### src/rtl/hood_pkg.sv
// Shared definitions for the cooker-hood mode controller: state encoding,
// default timing constants and the per-state fan drive.
package hood_pkg;

  typedef enum logic [2:0] {
    ST_OFF   = 3'd0,
    ST_MENU  = 3'd1,
    ST_L1    = 3'd2,
    ST_L2    = 3'd3,
    ST_L3    = 3'd4,
    ST_COOL  = 3'd5,
    ST_CLEAN = 3'd6
  } hood_state_e;

  localparam int unsigned DEF_TICKS_PER_SEC = 100000000;
  localparam int unsigned DEF_STORM_SEC     = 60;
  localparam int unsigned DEF_COOL_SEC      = 60;
  localparam int unsigned DEF_CLEAN_SEC     = 180;

  function automatic logic [1:0] fan_for(hood_state_e s);
    logic [1:0] f;
    f = 2'd0;
    case (s)
      ST_L1, ST_COOL: f = 2'd1;
      ST_L2:          f = 2'd2;
      ST_L3:          f = 2'd3;
      default:        f = 2'd0;
    endcase
    return f;
  endfunction

endpackage

### src/rtl/sec_countdown.sv
// Tick divider feeding a loadable seconds down-counter; expire flags the
// cycle on which the count is about to step from 1 to 0.
module sec_countdown
  import hood_pkg::*;
#(
  parameter int unsigned TICKS_PER_SEC = DEF_TICKS_PER_SEC
) (
  input  logic       clk,
  input  logic       reset,
  input  logic       load,
  input  logic [7:0] load_val,
  output logic [7:0] remaining,
  output logic       expire
);

  localparam int TW = (TICKS_PER_SEC > 1) ? $clog2(TICKS_PER_SEC) : 1;
  localparam logic [TW-1:0] TICK_MAX = TW'(TICKS_PER_SEC - 1);

  logic [TW-1:0] tick_q, tick_d;
  logic [7:0]    rem_q, rem_d;
  logic          sec_end;

  assign sec_end = (tick_q == TICK_MAX);

  // The divider only runs while there is time left, so an idle counter sits at 0.
  always_comb begin
    tick_d = tick_q;
    rem_d  = rem_q;
    if (load) begin
      tick_d = '0;
      rem_d  = load_val;
    end else if (rem_q != 8'd0) begin
      if (sec_end) begin
        tick_d = '0;
        rem_d  = rem_q - 8'd1;
      end else begin
        tick_d = tick_q + TW'(1);
      end
    end
  end

  always_ff @(posedge clk) begin
    if (reset) begin
      tick_q <= '0;
      rem_q  <= 8'd0;
    end else begin
      tick_q <= tick_d;
      rem_q  <= rem_d;
    end
  end

  assign remaining = rem_q;
  assign expire    = (rem_q == 8'd1) && sec_end;

endmodule

### src/rtl/hood_mode_controller.sv
// Cooker-hood mode controller: key edge detection, mode FSM and registered
// outputs. The timed modes (L3, COOL, CLEAN) share one seconds counter.
module hood_mode_controller
  import hood_pkg::*;
#(
  parameter int unsigned TICKS_PER_SEC = DEF_TICKS_PER_SEC,
  parameter int unsigned STORM_SEC     = DEF_STORM_SEC,
  parameter int unsigned COOL_SEC      = DEF_COOL_SEC,
  parameter int unsigned CLEAN_SEC     = DEF_CLEAN_SEC
) (
  input  logic       clk,
  input  logic       reset,
  input  logic       power_on,
  input  logic       key_l1,
  input  logic       key_l2,
  input  logic       key_l3,
  input  logic       key_clean,
  input  logic       key_back,
  output logic [1:0] fan_level,
  output logic       clean_active,
  output logic [2:0] mode,
  output logic [7:0] remaining_sec,
  output logic       storm_used
);

  localparam logic [7:0] STORM_LD = 8'(STORM_SEC);
  localparam logic [7:0] COOL_LD  = 8'(COOL_SEC);
  localparam logic [7:0] CLEAN_LD = 8'(CLEAN_SEC);

  hood_state_e state_q, state_d;
  logic [4:0]  keys, key_q, ev;
  logic        ev_l1, ev_l2, ev_l3, ev_clean, ev_back;
  logic        storm_q, storm_d;
  logic [1:0]  fan_q;
  logic        clean_q;
  logic        cnt_load;
  logic [7:0]  cnt_val, cnt_rem;
  logic        cnt_expire;

  assign keys = {key_l1, key_l2, key_l3, key_clean, key_back};
  assign ev   = keys & ~key_q;
  assign {ev_l1, ev_l2, ev_l3, ev_clean, ev_back} = ev;

  sec_countdown #(
    .TICKS_PER_SEC(TICKS_PER_SEC)
  ) u_cnt (
    .clk      (clk),
    .reset    (reset),
    .load     (cnt_load),
    .load_val (cnt_val),
    .remaining(cnt_rem),
    .expire   (cnt_expire)
  );

  // Power loss overrides everything; loading 0 clears the remaining time.
  always_comb begin
    state_d  = state_q;
    storm_d  = storm_q;
    cnt_load = 1'b0;
    cnt_val  = 8'd0;
    if (!power_on) begin
      state_d  = ST_OFF;
      storm_d  = 1'b0;
      cnt_load = 1'b1;
    end else begin
      case (state_q)
        ST_OFF: state_d = ST_MENU;
        ST_MENU: begin
          if (ev_l3 && !storm_q) begin
            state_d  = ST_L3;
            storm_d  = 1'b1;
            cnt_load = 1'b1;
            cnt_val  = STORM_LD;
          end else if (ev_l2) begin
            state_d = ST_L2;
          end else if (ev_l1) begin
            state_d = ST_L1;
          end else if (ev_clean) begin
            state_d  = ST_CLEAN;
            cnt_load = 1'b1;
            cnt_val  = CLEAN_LD;
          end
        end
        ST_L1, ST_L2: begin
          if (ev_back)    state_d = ST_MENU;
          else if (ev_l2) state_d = ST_L2;
          else if (ev_l1) state_d = ST_L1;
        end
        ST_L3: begin
          if (ev_back) begin
            state_d  = ST_COOL;
            cnt_load = 1'b1;
            cnt_val  = COOL_LD;
          end else if (cnt_expire) begin
            state_d = ST_L2;
          end
        end
        ST_COOL, ST_CLEAN: begin
          if (cnt_expire) state_d = ST_MENU;
        end
        default: state_d = ST_OFF;
      endcase
    end
  end

  // Key history resets high so keys held through reset raise no event.
  always_ff @(posedge clk) begin
    if (reset) begin
      state_q <= ST_OFF;
      storm_q <= 1'b0;
      fan_q   <= 2'd0;
      clean_q <= 1'b0;
      key_q   <= '1;
    end else begin
      state_q <= state_d;
      storm_q <= storm_d;
      fan_q   <= fan_for(state_d);
      clean_q <= (state_d == ST_CLEAN);
      key_q   <= keys;
    end
  end

  assign mode          = state_q;
  assign fan_level     = fan_q;
  assign clean_active  = clean_q;
  assign storm_used    = storm_q;
  assign remaining_sec = cnt_rem;

endmodule

### config.mk
export PLATFORM = sky130hd
export DESIGN_NAME = hood_mode_controller
export DESIGN_NICKNAME = d
export VERILOG_FILES = /design/src/rtl/hood_pkg.sv /design/src/rtl/sec_countdown.sv /design/src/rtl/hood_mode_controller.sv
export SDC_FILE = /design/constraint.sdc
export NUM_CORES = 1
export LEC_CHECK = 0
export CELL_PAD_IN_SITES_DETAIL_PLACEMENT = 1
export CELL_PAD_IN_SITES_GLOBAL_PLACEMENT = 1
export CORE_MARGIN = 2
export CORE_UTILIZATION = 46
export CTS_CLUSTER_DIAMETER = 150
export CTS_CLUSTER_SIZE = 8
export DETAILED_ROUTE_END_ITERATION = 8
export PLACE_DENSITY = 0.84
export SLEW_MARGIN = 20
export SYNTH_ARGS = -nofsm -noshare
export SYNTH_HDL_FRONTEND = slang
export SYNTH_SLANG_ARGS = --single-unit
### constraint.sdc
create_clock -name clk -period 5.3 [get_ports clk]
set_input_delay 1.325 -clock clk [delete_from_list [all_inputs] [get_ports clk]]
set_output_delay 1.325 -clock clk [all_outputs]
set_load 0.02 [all_outputs]
### Word level (Yosys, flattened, before mapping)

Index checks and enable logic that the tools add are counted.

| operators by class | value |
|---|---|
| bitwise logic cells | 3 |
| muxes and demuxes | 31 |
| order comparisons | 0 |
| shift-type cells | 0 |
| $add $sub $neg | 2 |
| equal/unequal tests | 13 |
| multipliers | 0 |
| reductions and logical operators | 14 |
| divide/modulo/power cells | 0 |

Operator list:

| cell | count |
|---|---|
| $mux 8 | 8 |
| $mux 3 | 11 |
| $add 27x1->27 const B | 1 |
| $eq 27x27->1 const B | 1 |
| $mux 27 | 1 |
| $eq 3x3->1 const B | 6 |
| $pmux 8 s2 | 1 |
| $pmux 3 s5 | 1 |
| $eq 3x2->1 const B | 4 |
| $reduce_or 2->1 | 5 |
| $eq 8x1->1 const B | 1 |
| $reduce_bool 8->1 | 1 |
| $sub 8x1->8 const B | 1 |
| $mux 1 | 6 |
| $mux 6 | 1 |
| $pmux 2 s3 | 1 |
| $and 5x5->5 | 1 |
| $not 5->5 | 1 |
| $reduce_and 2->1 | 2 |
| $reduce_bool 2->1 | 2 |
| $eq 3x1->1 const B | 1 |
| $logic_not 3->1 | 1 |
| $logic_and 1x1->1 | 2 |
| $pmux 1 s2 | 1 |
| other kinds (2) | 2 |

| word-level totals | value |
|---|---|
| memory bits (writable) | 0 |
| output and inout port bits | 15 |
| ROM bits | 0 |
| input port bits | 8 |
| memories kept | 0 |
| register bits after elaboration | 47 |
| latch bits | 0 |
| word-level logic and storage cells | 70 |

### Longest topological paths before layout

| depth | value |
|---|---|
| depth after elaboration | 11 |
| depth in mapped cells | 9 |
| mapped depth without buffers | 7 |

### Hierarchy

A second synthesis with hierarchy kept.

| unflattened totals | value |
|---|---|
| cells, all modules | 297 |
| area, all modules | 2528.7 sq um |

By module, submodules not included:

| module | instances | area an instance (sq um) | cells each | sequential area each (sq um) |
|---|---|---|---|---|
| sec_countdown | 1 | 1843.0 | 219 | 700.7 |
| hood_mode_controller | 1 | 685.7 | 78 | 240.2 |

### Worst setup path after synthesis

OpenSTA, ideal clock, no wires.

| timing path | value |
|---|---|
| kind | input-to-reg |
| from | input port key_l3 |
| to | register fan_q[1] (netlist: fan_level[1]) |
| cell stages on the path | 6 |
| buffers on the path | 0 |
| setup time | 72 ps |
| required time | 5228 ps |
| path slack | 2412 ps |
| data arrival time | 2817 ps |
| cells stage by stage | nor3b_1 -> a31oi_1 -> or2b_2 -> a221oi_2 -> or4b_1 -> mux2i_1 |

| between the ends | value |
|---|---|
| word-level cells in the longest chain between the ends | 8 |
| elaborated cells on any way between the ends | 11 |
| classes of those cells | 4 x eq/ne; 4 x mux; 1 x bitwise; 2 x reduce/logical |

RTL lines:

| element | line | text |
|---|---|---|
| start, declared | hood_mode_controller.sv:16 | `input logic key_l3,` |
| $and 5x5->5 (*) | hood_mode_controller.sv:41 | `assign ev = keys & ~key_q;` |
| $logic_and 1x1->1 (*) | hood_mode_controller.sv:69 | `if (ev_l3 && !storm_q) begin` |
| $mux 3 (*) | hood_mode_controller.sv:69 |  |
| $pmux 3 s5 (*) | hood_mode_controller.sv:66 | `case (state_q)` |
| $mux 3 (*) | hood_mode_controller.sv:61 | `if (!power_on) begin` |
| $eq 3x2->1 or $eq 3x3->1 (tied branches) | hood_pkg.sv:23 | `case (s)` |
| $reduce_or 2->1 | hood_pkg.sv:23 |  |
| $pmux 2 s3 (*) | hood_pkg.sv:23 |  |
| end signal, assigned | hood_mode_controller.sv:117 | `fan_q <= fan_for(state_d);` |
| end, declared | hood_mode_controller.sv:34 | `logic [1:0] fan_q;` |

Every way passes the cells marked *; elsewhere a longest branch is shown, timed or not.
A chain may end at the register's enable or synchronous reset.

### Worst setup path in the final report

| timing path | value |
|---|---|
| from | input port key_l3 |
| to | register u_cnt.tick_q[21] |

| between the ends | value |
|---|---|
| word-level cells in the longest chain between the ends | 6 |

RTL lines:

| element | line | text |
|---|---|---|
| $and 5x5->5 | hood_mode_controller.sv:41 |  |
| $logic_and 1x1->1 | hood_mode_controller.sv:69 |  |
| $mux 1 | hood_mode_controller.sv:69 |  |
| $pmux 1 s2 | hood_mode_controller.sv:66 |  |
| $mux 1 | hood_mode_controller.sv:61 |  |
| $reduce_or 2->1 (no source line) | -- |  |
| end signal, assigned | sec_countdown.sv:47 | `tick_q <= tick_d;` |
| end, declared | sec_countdown.sv:19 | `logic [TW-1:0] tick_q, tick_d;` |

Every way passes these cells.

==> results_dict.tcl <==
set metrics [dict create \
    outcome "finished, final reports clean" \
    cap_viol_max_count 0 \
    cts-resized-gates 0 \
    drc 0 \
    cts.sinks 47 \
    cp.arrival_ns 3.63 \
    vias 1988 \
    synth_common_cells "dfxtp_1, nor2_1, xor2_1, nand3_1, nand2_1" \
    synth_top_cell_by_area "dfxtp_1" \
    crit_fanout 26 \
    hold_depth 2 \
    slowest_delay_ns 0.72 \
    synth_edf_count 0 \
    h-tree-depth 2 \
    clockRootBuffer "clkbuf_8" \
    insertion_delay_ns 0.30 \
    area_growth_pct 14.9 \
    postSynthAreaPerCell_um2 8.71 \
    worst_ep_required_time_ns 5.45 \
    hp-start "u_cnt.tick_q[23]" \
    hold_class "flop to flop" \
    synth.net_count 283 \
    fin_skew_ns 0.00698 \
    io_pins 23 \
    slew_headroom_pct 40.7 \
    cpMaxStageDelayCell "or2_1" \
    min_delay_worst_endpoint "u_cnt.tick_q[23]" \
    tightestPinTransition_ns 0.889 \
    ir_worst_vdd_mv 0.100 \
    worstSetupEndpointType "flop" \
    synth-seq-area-share_pct 39.9 \
    place.gp.congestion 0.791 \
    drv_slew 0 \
    yosysTopAreaCellShare_pct 39.9 \
    start_util_pct 46.8 \
    ys_ff_latch 47 \
    worstRegToRegCells 7 \
    fillers 611 \
    drt_pre_antenna_iters 4 \
    ys_async_sr_fraction_pct 0 \
    r2r_setup_slack_ns 2.54 \
    wl_per_cell_um 14.6 \
    synth.distinct_cells 55 \
    die_area_um2 5720 \
    ys.flop_type "dfxtp_1" \
    post-route-period-util_pct 65.7 \
    wl_mm 5.31 \
    fp.coreArea_um2 5040 \
    grt_pass1_wl_mm 8.87 \
    postSynthCellCount 271 \
    antenna_found_initial 0 \
    cts_tree "done" \
    ant_nets 0 \
    synth.most_common_cell "dfxtp_1" \
    rsz0062_at_grt "no" \
    path_cells "clkdlybuf4s50_1 -> nor3b_1 -> a31oi_1 -> o22a_2 -> nand2b_1 -> or2_1 -> nor2_1" \
    fp.dieH_um 75.6 \
    numPortBuffers 22 \
    die_width_um 75.6 \
    p_total_mw 0.612 \
    finalHoldViolations 0 \
    path_class "input port to flop" \
    grt_start_max_net_pins 27 \
    reg2reg_from "u_cnt.tick_q[0]" \
    powerDensity_nw_per_um2 225 \
    final_nets 306 \
    drt_iter0_markers 71 \
    synth_warnings 0 \
    synth_area_um2 2360 \
    cts_setup_buffers 0 \
    drive_above_1_share_pct 9.49 \
    grt_pass1_vias 1952 \
    clk_pin_slew_worst_paths_ns 0.08 \
    dpl.hpwl_mm 3.89 \
    fin_crit_ns 3.48 \
    r2r-end "fan_level[0]" \
    hold_buffers 0 \
    via_per_inst 5.45 \
    antenna_cells 0 \
    startpoint_type "input port" \
    numCtsBuffers 5 \
    grt_usage_pct 20.2 \
    setup_viol_count_final 0 \
    num_rows 26 \
    grt-ovfl-total 0 \
    cts_buffer_depth 2 \
    finalSetupTns_ns 0 \
    synth_area_leaders "dfxtp_1, xor2_1, nor2_1, nand3_1, a21oi_1" \
    fmax_mhz 287 \
    p_leak_nw 0.976 \
]
==> placed cells by master (no fill, tap or decap), types with 3 or more instances in the layout <==
master           synthesis  routed
a21oi_1                 14      14
and3_1                   7       7
clkbuf_8                 0       5
clkdlybuf4s50_1          0      22
dfxtp_1                 47      47
ha_1                     4       4
inv_1                    8       8
nand2_1                 17      17
nand2b_1                 8       8
nand3_1                 19      19
nand4_1                  3       3
nor2_1                  39      39
nor2b_1                  5       5
nor3_1                   3       3
nor4_1                   4       4
nor4b_1                  3       3
o21ai_0                  7       7
or2_2                    6       6
xnor2_1                  8       8
xor2_1                  22      22
==> worst max path at each step <==
stage | from | end | slack [ns] | cells after the start
final | key_l3 | u_cnt.tick_q[21] | 1.82 | 7
after global routing | key_l3 | u_cnt.tick_q[6] | 1.54 | 7
after CTS | key_l3 | u_cnt.tick_q[21] | 1.80 | 7
after detailed placement | key_l3 | u_cnt.tick_q[21] | 1.47 | 7
after global placement | key_l3 | u_cnt.tick_q[22] | 1.57 | 7
after floorplan | key_l3 | fan_level[1] | 2.41 | 6
==> state kept, by name, summed over array words and instances (netlist names) <==
register         cells
u_cnt.tick_q        27
u_cnt.remaining      8
key_q                5
mode                 3
fan_level            2
clean_active         1
storm_used           1
==> logic make-up (layout without fill, tap and decap cells) <==
kind of cell	count (synthesis)	after routing	synth area share (%)
and+or+nand+nor	138	138	33.2
DFF	47	47	39.9
muxes	3	3	1.32
adders and majority gates	4	4	2.12
xor gates and xnor gates	30	30	11.1
AOI/OAI and AO/OA	35	35	9.54
buffers and inverters	14	38	2.81
==> per-stage QoR <==
step,hold WS (ns),util (%),setup slack [ns],cell area [µm²],std cells
2_1_floorplan,0.471,-,2.41,2360,271
3_3_place_gp,0.494,52.2,1.57,2630,357
3_5_place_dp,0.505,52.2,1.47,2630,357
4_1_cts,0.527,53.8,1.80,2710,365
5_1_grt,0.570,53.8,1.54,2710,365
6_report,0.524,53.8,1.82,2710,365
==> area by class of cell <==
class | count | area [µm²] | area share (%)
Clock buffer | 7 | 76.3 | 2.81
Timing Repair Buffer | 22 | 220 | 8.11
Clock inverter | 1 | 5.00 | 0.184
Multi-Input combinational cell | 210 | 1350 | 49.9
Tap cell | 70 | 87.6 | 3.23
Inverter | 8 | 30.0 | 1.11
Sequential cell | 47 | 941 | 34.7
==> where the power goes <==
| group | switching (mW) | internal, mW | leakage (nW) |
|---|---|---|---|
| clock network | 0.118 | 0.0928 | 0.0422 |
| logic | 0.0223 | 0.0184 | 0.553 |
| registers | 0.00353 | 0.357 | 0.380 |
==> critical path: cells and delay by family <==
family | cells | cell delay [ns]
compound gates | 2 | 0.40
buf+inv | 1 | 0.49
simple gates | 4 | 1.41
==> metal layers <==
metal / routed length, µm / up-vias / global-route usage [%]
met3: 131 / 12 / 4.10
met5: 0 / - / 0
li1: - / 991 / -
met4: 106 / 0 / 7.60
met2: 2520 / 28 / 33.6
met1: 2560 / 957 / 26.0
Power figures use the tool's default switching activity.
